## src/rtl/level_tracker_if.sv

```systemverilog
// Bundle of game-side inputs and display-side outputs for level_tracker.
// The master side drives the game inputs; the slave side is the tracker itself.
interface level_tracker_if #(
    parameter int unsigned LEVEL_W    = 7,
    parameter int unsigned LIVES_W    = 2,
    parameter int unsigned NUM_DIGITS = 2
);
    logic [3:0]              i_sw;
    logic                    frog_at_top;
    logic                    reset_level;
    logic [LIVES_W-1:0]      lives;
    logic [LEVEL_W-1:0]      level;
    logic [4*NUM_DIGITS-1:0] level_bcd;
    logic                    reset_frog;
    logic                    level_up;
    logic                    game_over;
    logic                    max_reached;

    modport master (
        output i_sw, frog_at_top, reset_level, lives,
        input  level, level_bcd, reset_frog, level_up, game_over, max_reached
    );

    modport slave (
        input  i_sw, frog_at_top, reset_level, lives,
        output level, level_bcd, reset_frog, level_up, game_over, max_reached
    );
endinterface

```

## src/rtl/level_tracker.sv

```systemverilog
// Level/progress counter for the frog game: binary + incrementally kept BCD level,
// frog-reset pulse sequencing, game-over on lives exhaustion and a four-switch chord restart.
module level_tracker #(
    parameter int unsigned START_LEVEL     = 1,
    parameter int unsigned MAX_LEVEL       = 99,
    parameter int unsigned NUM_DIGITS      = 2,
    parameter int unsigned LEVEL_W         = 7,
    parameter int unsigned LIVES_W         = 2,
    parameter bit          WRAP            = 1'b0,
    parameter int unsigned CHORD_CYCLES    = 4,
    parameter int unsigned FROG_RST_CYCLES = 2
) (
    input logic           clk,
    input logic           reset,
    level_tracker_if.slave bus
);
    localparam int unsigned BCD_W   = 4 * NUM_DIGITS;
    localparam int unsigned CHORD_W = $clog2(CHORD_CYCLES + 1);
    localparam int unsigned FRC_W   = $clog2(FROG_RST_CYCLES + 1);

    typedef enum logic [1:0] {PLAY, ADVANCE, OVER} state_t;

    // Add one to a BCD vector, rippling the decimal carry upward.
    function automatic logic [BCD_W-1:0] bcd_inc(input logic [BCD_W-1:0] v);
        logic [BCD_W-1:0] r;
        logic             carry;
        r     = v;
        carry = 1'b1;
        for (int unsigned d = 0; d < NUM_DIGITS; d++) begin
            if (carry) begin
                if (r[4*d +: 4] == 4'd9) begin
                    r[4*d +: 4] = 4'd0;
                end else begin
                    r[4*d +: 4] = r[4*d +: 4] + 4'd1;
                    carry       = 1'b0;
                end
            end
        end
        return r;
    endfunction

    function automatic logic [BCD_W-1:0] to_bcd(input int unsigned n);
        logic [BCD_W-1:0] r;
        r = '0;
        for (int unsigned i = 0; i < n; i++) r = bcd_inc(r);
        return r;
    endfunction

    localparam logic [BCD_W-1:0]   START_BCD = to_bcd(START_LEVEL);
    localparam logic [LEVEL_W-1:0] START_LVL = LEVEL_W'(START_LEVEL);
    localparam logic [LEVEL_W-1:0] MAX_LVL   = LEVEL_W'(MAX_LEVEL);

    state_t             state_q, state_d;
    logic [LEVEL_W-1:0] level_q, level_d;
    logic [BCD_W-1:0]   bcd_q, bcd_d;
    logic               reset_frog_q, reset_frog_d;
    logic               level_up_q, level_up_d;
    logic               game_over_q, game_over_d;
    logic [CHORD_W-1:0] chord_q, chord_d;
    logic [FRC_W-1:0]   frog_cnt_q, frog_cnt_d;
    logic               prev_top_q;

    logic chord_all_c;
    logic chord_fire_c;
    logic lives_out_c;
    logic top_rise_c;

    assign chord_all_c  = (bus.i_sw == 4'hF);
    assign chord_fire_c = chord_all_c && (chord_q == CHORD_W'(CHORD_CYCLES - 1));
    assign lives_out_c  = bus.reset_level && (bus.lives == '0);
    assign top_rise_c   = bus.frog_at_top && !prev_top_q;

    // Next-state and registered-output logic.
    always_comb begin
        state_d      = state_q;
        level_d      = level_q;
        bcd_d        = bcd_q;
        reset_frog_d = reset_frog_q;
        level_up_d   = 1'b0;
        game_over_d  = game_over_q;
        frog_cnt_d   = frog_cnt_q;

        if (!chord_all_c) begin
            chord_d = '0;
        end else if (chord_q == CHORD_W'(CHORD_CYCLES)) begin
            chord_d = chord_q;
        end else begin
            chord_d = chord_q + CHORD_W'(1);
        end

        if (chord_fire_c) begin
            level_d      = START_LVL;
            bcd_d        = START_BCD;
            game_over_d  = 1'b0;
            state_d      = ADVANCE;
            reset_frog_d = 1'b1;
            frog_cnt_d   = '0;
        end else begin
            case (state_q)
                PLAY: begin
                    if (lives_out_c) begin
                        state_d      = OVER;
                        game_over_d  = 1'b1;
                        reset_frog_d = 1'b1;
                    end else if (top_rise_c) begin
                        state_d      = ADVANCE;
                        reset_frog_d = 1'b1;
                        frog_cnt_d   = '0;
                        if (level_q < MAX_LVL) begin
                            level_d    = level_q + LEVEL_W'(1);
                            bcd_d      = bcd_inc(bcd_q);
                            level_up_d = 1'b1;
                        end else if (WRAP) begin
                            level_d    = START_LVL;
                            bcd_d      = START_BCD;
                            level_up_d = 1'b1;
                        end
                    end
                end
                ADVANCE: begin
                    if (lives_out_c) begin
                        state_d      = OVER;
                        game_over_d  = 1'b1;
                        reset_frog_d = 1'b1;
                    end else if (frog_cnt_q == FRC_W'(FROG_RST_CYCLES - 1)) begin
                        state_d      = PLAY;
                        reset_frog_d = 1'b0;
                    end else begin
                        frog_cnt_d = frog_cnt_q + FRC_W'(1);
                    end
                end
                OVER: begin
                    reset_frog_d = 1'b1;
                    game_over_d  = 1'b1;
                end
                default: begin
                    state_d = PLAY;
                end
            endcase
        end
    end

    always_ff @(posedge clk) begin
        if (reset) begin
            state_q      <= PLAY;
            level_q      <= START_LVL;
            bcd_q        <= START_BCD;
            reset_frog_q <= 1'b0;
            level_up_q   <= 1'b0;
            game_over_q  <= 1'b0;
            chord_q      <= '0;
            frog_cnt_q   <= '0;
            prev_top_q   <= 1'b0;
        end else begin
            state_q      <= state_d;
            level_q      <= level_d;
            bcd_q        <= bcd_d;
            reset_frog_q <= reset_frog_d;
            level_up_q   <= level_up_d;
            game_over_q  <= game_over_d;
            chord_q      <= chord_d;
            frog_cnt_q   <= frog_cnt_d;
            prev_top_q   <= bus.frog_at_top;
        end
    end

    assign bus.level       = level_q;
    assign bus.level_bcd   = bcd_q;
    assign bus.reset_frog  = reset_frog_q;
    assign bus.level_up    = level_up_q;
    assign bus.game_over   = game_over_q;
    assign bus.max_reached = (level_q == MAX_LVL);
endmodule

```

## src/flat_wrapper.sv

```systemverilog
// flat-port wrapper written by rule: the top's interface ports become plain ports
module level_tracker_flat 
#(
    parameter int unsigned START_LEVEL     = 1,
    parameter int unsigned MAX_LEVEL       = 99,
    parameter int unsigned NUM_DIGITS      = 2,
    parameter int unsigned LEVEL_W         = 7,
    parameter int unsigned LIVES_W         = 2,
    parameter bit          WRAP            = 1'b0,
    parameter int unsigned CHORD_CYCLES    = 4,
    parameter int unsigned FROG_RST_CYCLES = 2
)
  (clk, reset, bus_i_sw, bus_frog_at_top, bus_reset_level, bus_lives, bus_level, bus_level_bcd, bus_reset_frog, bus_level_up, bus_game_over, bus_max_reached);
  level_tracker_if #(.LEVEL_W(LEVEL_W), .LIVES_W(LIVES_W), .NUM_DIGITS(NUM_DIGITS)) bus_i ();
  input logic clk;
  input logic reset;
  input wire logic [$bits(bus_i.i_sw)-1:0] bus_i_sw;
  input wire logic [$bits(bus_i.frog_at_top)-1:0] bus_frog_at_top;
  input wire logic [$bits(bus_i.reset_level)-1:0] bus_reset_level;
  input wire logic [$bits(bus_i.lives)-1:0] bus_lives;
  output wire logic [$bits(bus_i.level)-1:0] bus_level;
  output wire logic [$bits(bus_i.level_bcd)-1:0] bus_level_bcd;
  output wire logic [$bits(bus_i.reset_frog)-1:0] bus_reset_frog;
  output wire logic [$bits(bus_i.level_up)-1:0] bus_level_up;
  output wire logic [$bits(bus_i.game_over)-1:0] bus_game_over;
  output wire logic [$bits(bus_i.max_reached)-1:0] bus_max_reached;
  assign bus_i.i_sw = bus_i_sw;
  assign bus_i.frog_at_top = bus_frog_at_top;
  assign bus_i.reset_level = bus_reset_level;
  assign bus_i.lives = bus_lives;
  assign bus_level = bus_i.level;
  assign bus_level_bcd = bus_i.level_bcd;
  assign bus_reset_frog = bus_i.reset_frog;
  assign bus_level_up = bus_i.level_up;
  assign bus_game_over = bus_i.game_over;
  assign bus_max_reached = bus_i.max_reached;
  level_tracker #(.START_LEVEL(START_LEVEL), .MAX_LEVEL(MAX_LEVEL), .NUM_DIGITS(NUM_DIGITS), .LEVEL_W(LEVEL_W), .LIVES_W(LIVES_W), .WRAP(WRAP), .CHORD_CYCLES(CHORD_CYCLES), .FROG_RST_CYCLES(FROG_RST_CYCLES)) u_core (.clk(clk), .reset(reset), .bus(bus_i));
endmodule
```

## config.mk

```make
export PLATFORM = sky130hd
export DESIGN_NAME = level_tracker_flat
export DESIGN_NICKNAME = d
export VERILOG_FILES = /design/src/rtl/level_tracker_if.sv /design/src/rtl/level_tracker.sv /design/src/flat_wrapper.sv
export SDC_FILE = /design/constraint.sdc
export NUM_CORES = 1
export LEC_CHECK = 0
export ABC_AREA = 1
export ABC_CLOCK_PERIOD_IN_PS = 3740
export CAP_MARGIN = 20
export CORE_MARGIN = 2
export CORE_UTILIZATION = 45
export CTS_CLUSTER_SIZE = 25
export DETAILED_ROUTE_END_ITERATION = 10
export PLACE_DENSITY = 0.82
export SLEW_MARGIN = 25
export SYNTH_ARGS = -nofsm -noshare
export SYNTH_HDL_FRONTEND = slang
export SYNTH_SLANG_ARGS = --single-unit
export TNS_END_PERCENT = 10
```

## constraint.sdc

```tcl
create_clock -name clk -period 3.74 [get_ports clk]
set_clock_uncertainty 0.2 [all_clocks]
set_input_delay 0.374 -clock clk [delete_from_list [all_inputs] [get_ports clk]]
set_output_delay 0.374 -clock clk [all_outputs]
set_load 0.005 [all_outputs]
```

==> results.md <==
- Status: completed
- First drt pass iteration count: 4
- Critical path class: reg -> out
- Largest net degree at the start of global routing: 15
- Max-slew headroom: 65.6%
- VDD IR-drop max: 0.000225 V
- Layout area overhead: 25.4%
- DP Wirelength: 1950 microns
- TritonCTS buffer count: 3
- Share of the synthesized area in the top cell type: roughly 40%
- Htree depth: 1
- Yosys top cell by area: dfxtp_1
- CTS resizes: 0
- WP data arrival: 1.72 ns
- Share of cells above drive strength 1: 9.68%
- Post-route minimum period: 2.30 ns
- Leakage Power: 0.682 nW
- Later-pin clock latency in the skew report: 0.32 ns
- Total gr overflow: 0
- Worst-path cell chain: ha_1, inv_1, nor3_1, clkdlybuf4s50_1
- Synth Flop Type: dfxtp_1
- RR Startpoint: u_core.chord_q[1]
- Die X: between 50 and 60 microns
- Syn nets: 202
- Global-route usage over all layers: 16.2%
- Final WS setup: 1.44 ns
- Main area contributors after synthesis: dfxtp_1 (39%), nand2_1 (12%), inv_1 (6.5%)
- Slew Limit Fails: 0
- Slowest CP cell: clkdlybuf4s50_1
- Fin crit share: between 60 and 70%
- Fmax: 435 MHz
- CP delay by family, top: buffers and inverters
- Design area: 0.00167 sq mm
- Post-synth cell types: 27
- Cell row count: 19
- Dpl ws: 1.40 ns
- Setup Viol. Count Final: 0
- RSZ-0062 raised after global routing: false
- Setup Fix Bufs, Post-CTS: 0
- CTS tree: yes
- Synth top cells by count: nand2_1 (41), dfxtp_1 (26), inv_1 (23), nor2_1 (22), a21oi_1 (14)
- Initial antenna violation count: 0
- Clk buf depth: 2
- Hold Startpoint: u_core.frog_cnt_q[1]
- Via Count: 1232
- Post-Route WL: 2520 microns
- Final hold violations: 0
- Initial drt markers: 43
- Critical path peak fanout: 5
- Post-synthesis sequential area ratio: 39.0%
- First-pass GRT wire length: 4430 microns
- Remaining antenna violation count after routing: 0
- Core Box Area: 0.00278 sq mm
- Number of remaining DRC errors: 0
- DR vias/cell: about 5.0
- P per Cell Area: 325 mW/mm^2
- WP buf/inv: 2
- Routability cong.: 0.811
- Crit-path max cell delay: 0.52 ns
- Critical path launch point: u_core.bus.level[0]
- CP Launch Type: flop
- CTS Sinks: 26
- Cell Area, Placed: 0.00164 sq mm
- Synthesized instance count: 187
- Vias in the first global route: 1057
- WP data required: 3.17 ns
- Clock Tree Root: clkbuf_4
- Final Net Count: 233
- Crit end category: output port
- Async set or reset register ratio after synthesis: 0%
- Most common cell in the netlist: nand2_1
- # hold bufs at CTS: 0
- Max Cap Viol: 0
- Wire per inst: 10.2 microns
- Flop and latch count out of synthesis: 26
- I/O Pins: 29
- Final Non-Filler Cells: 248
- Worst Tran Pin Value: 0.515 ns
- Initial core utilization: 48.0%
- Diode count: 0
- Die Height: ~58 microns
- Power Total: between 500 and 600 uW
- Mean Syn Cell Area: 7.13 sq um
- Post-synth EDFFs: 0
- Ys Warns: 0
- Setup TNS: 0 ns
- Die area: 0.00342 sq mm
- Port Buf Inserts: 28
- Clock transition at the registers of the reported paths: 0.14 ns
- Inst Count DP: between 200 and 250
- Worst Hold Class: reg -> reg
- Cell area after synthesis: 0.00133 sq mm
## final timing paths
kind                              to  slack (ns)  cells past startpoint
max reg2reg  u_core.bus.level_bcd[6]        1.80                      9
max                  bus_max_reached        1.44                      4
min reg2reg     u_core.frog_cnt_q[1]        0.27                      2
min             u_core.frog_cnt_q[1]        0.27                      2
## logic make-up (layout without fill, tap and decap cells)
group           after synthesis  in the layout  share of synthesized area (%)
compound gates               33             33                           13.4
flops                        26             26                           39.0
buf+inv                      30             60                           9.85
simple gates                 90             90                           31.1
xor+xnor                      3              3                           1.97
fa+ha+maj                     5              5                           4.69
## where the power goes
part | leakage (nW) | switching (mW) | internal, mW | total [mW]
registers | 0.212 | 0.0125 | 0.291 | 0.303
clock network | 0.0210 | 0.0862 | 0.0595 | 0.146
logic | 0.449 | 0.0499 | 0.0447 | 0.0946
## cell usage in the layout, fill, tap and decap left out, types with 4 or more instances in the layout
cell	count
inv_1	23
nor3_1	5
a21oi_1	14
nor2_1	22
clkdlybuf4s50_1	28
o21ai_0	11
nand2_1	41
ha_1	5
dfxtp_1	26
nand3_1	8
o21ai_1	4
## flip-flops by register name, indices dropped and copies added (netlist names)
register / flops
u_core.state_q: 2
u_core.bus.game_over: 1
u_core.chord_q: 3
u_core.bus.reset_frog: 1
u_core.prev_top_q: 1
u_core.bus.level_up: 1
u_core.frog_cnt_q: 2
u_core.bus.level_bcd: 8
u_core.bus.level: 7
## layout make-up
class | instances | area [sq um]
fill | 281 | 1110
multi-input combinational | 131 | 682
sequential | 26 | 520
timing repair buffer | 28 | 280
inverter | 28 | 115
tap | 31 | 38.8
clock buffer | 4 | 36.3
## routing by layer
layer  wire length (microns)  up-vias  GRT usage, %
met1                    1230      547          21.4
met5                       0        -             0
met4                      23        0          3.99
met3                      74        4          1.98
li1                        -      657             -
met2                    1190       24          28.1
## stage by stage
step | util, % | hold WS (ns)
2_1_floorplan | - | 0.233
3_3_place_gp | 58.8 | 0.252
3_5_place_dp | 58.8 | 0.254
4_1_cts | 60.1 | 0.275
5_1_grt | 60.1 | 0.295
6_report | 60.1 | 0.270
## worst min-delay path: cells and delay by family, from the launching register on
kind | cells | cell delay [ns]
flip-flops | 1 | 0.33
buffers and inverters | 1 | 0.06
AO/OA/AOI/OAI | 1 | 0.06
No activity file was read; power rests on OpenSTA's default activity.
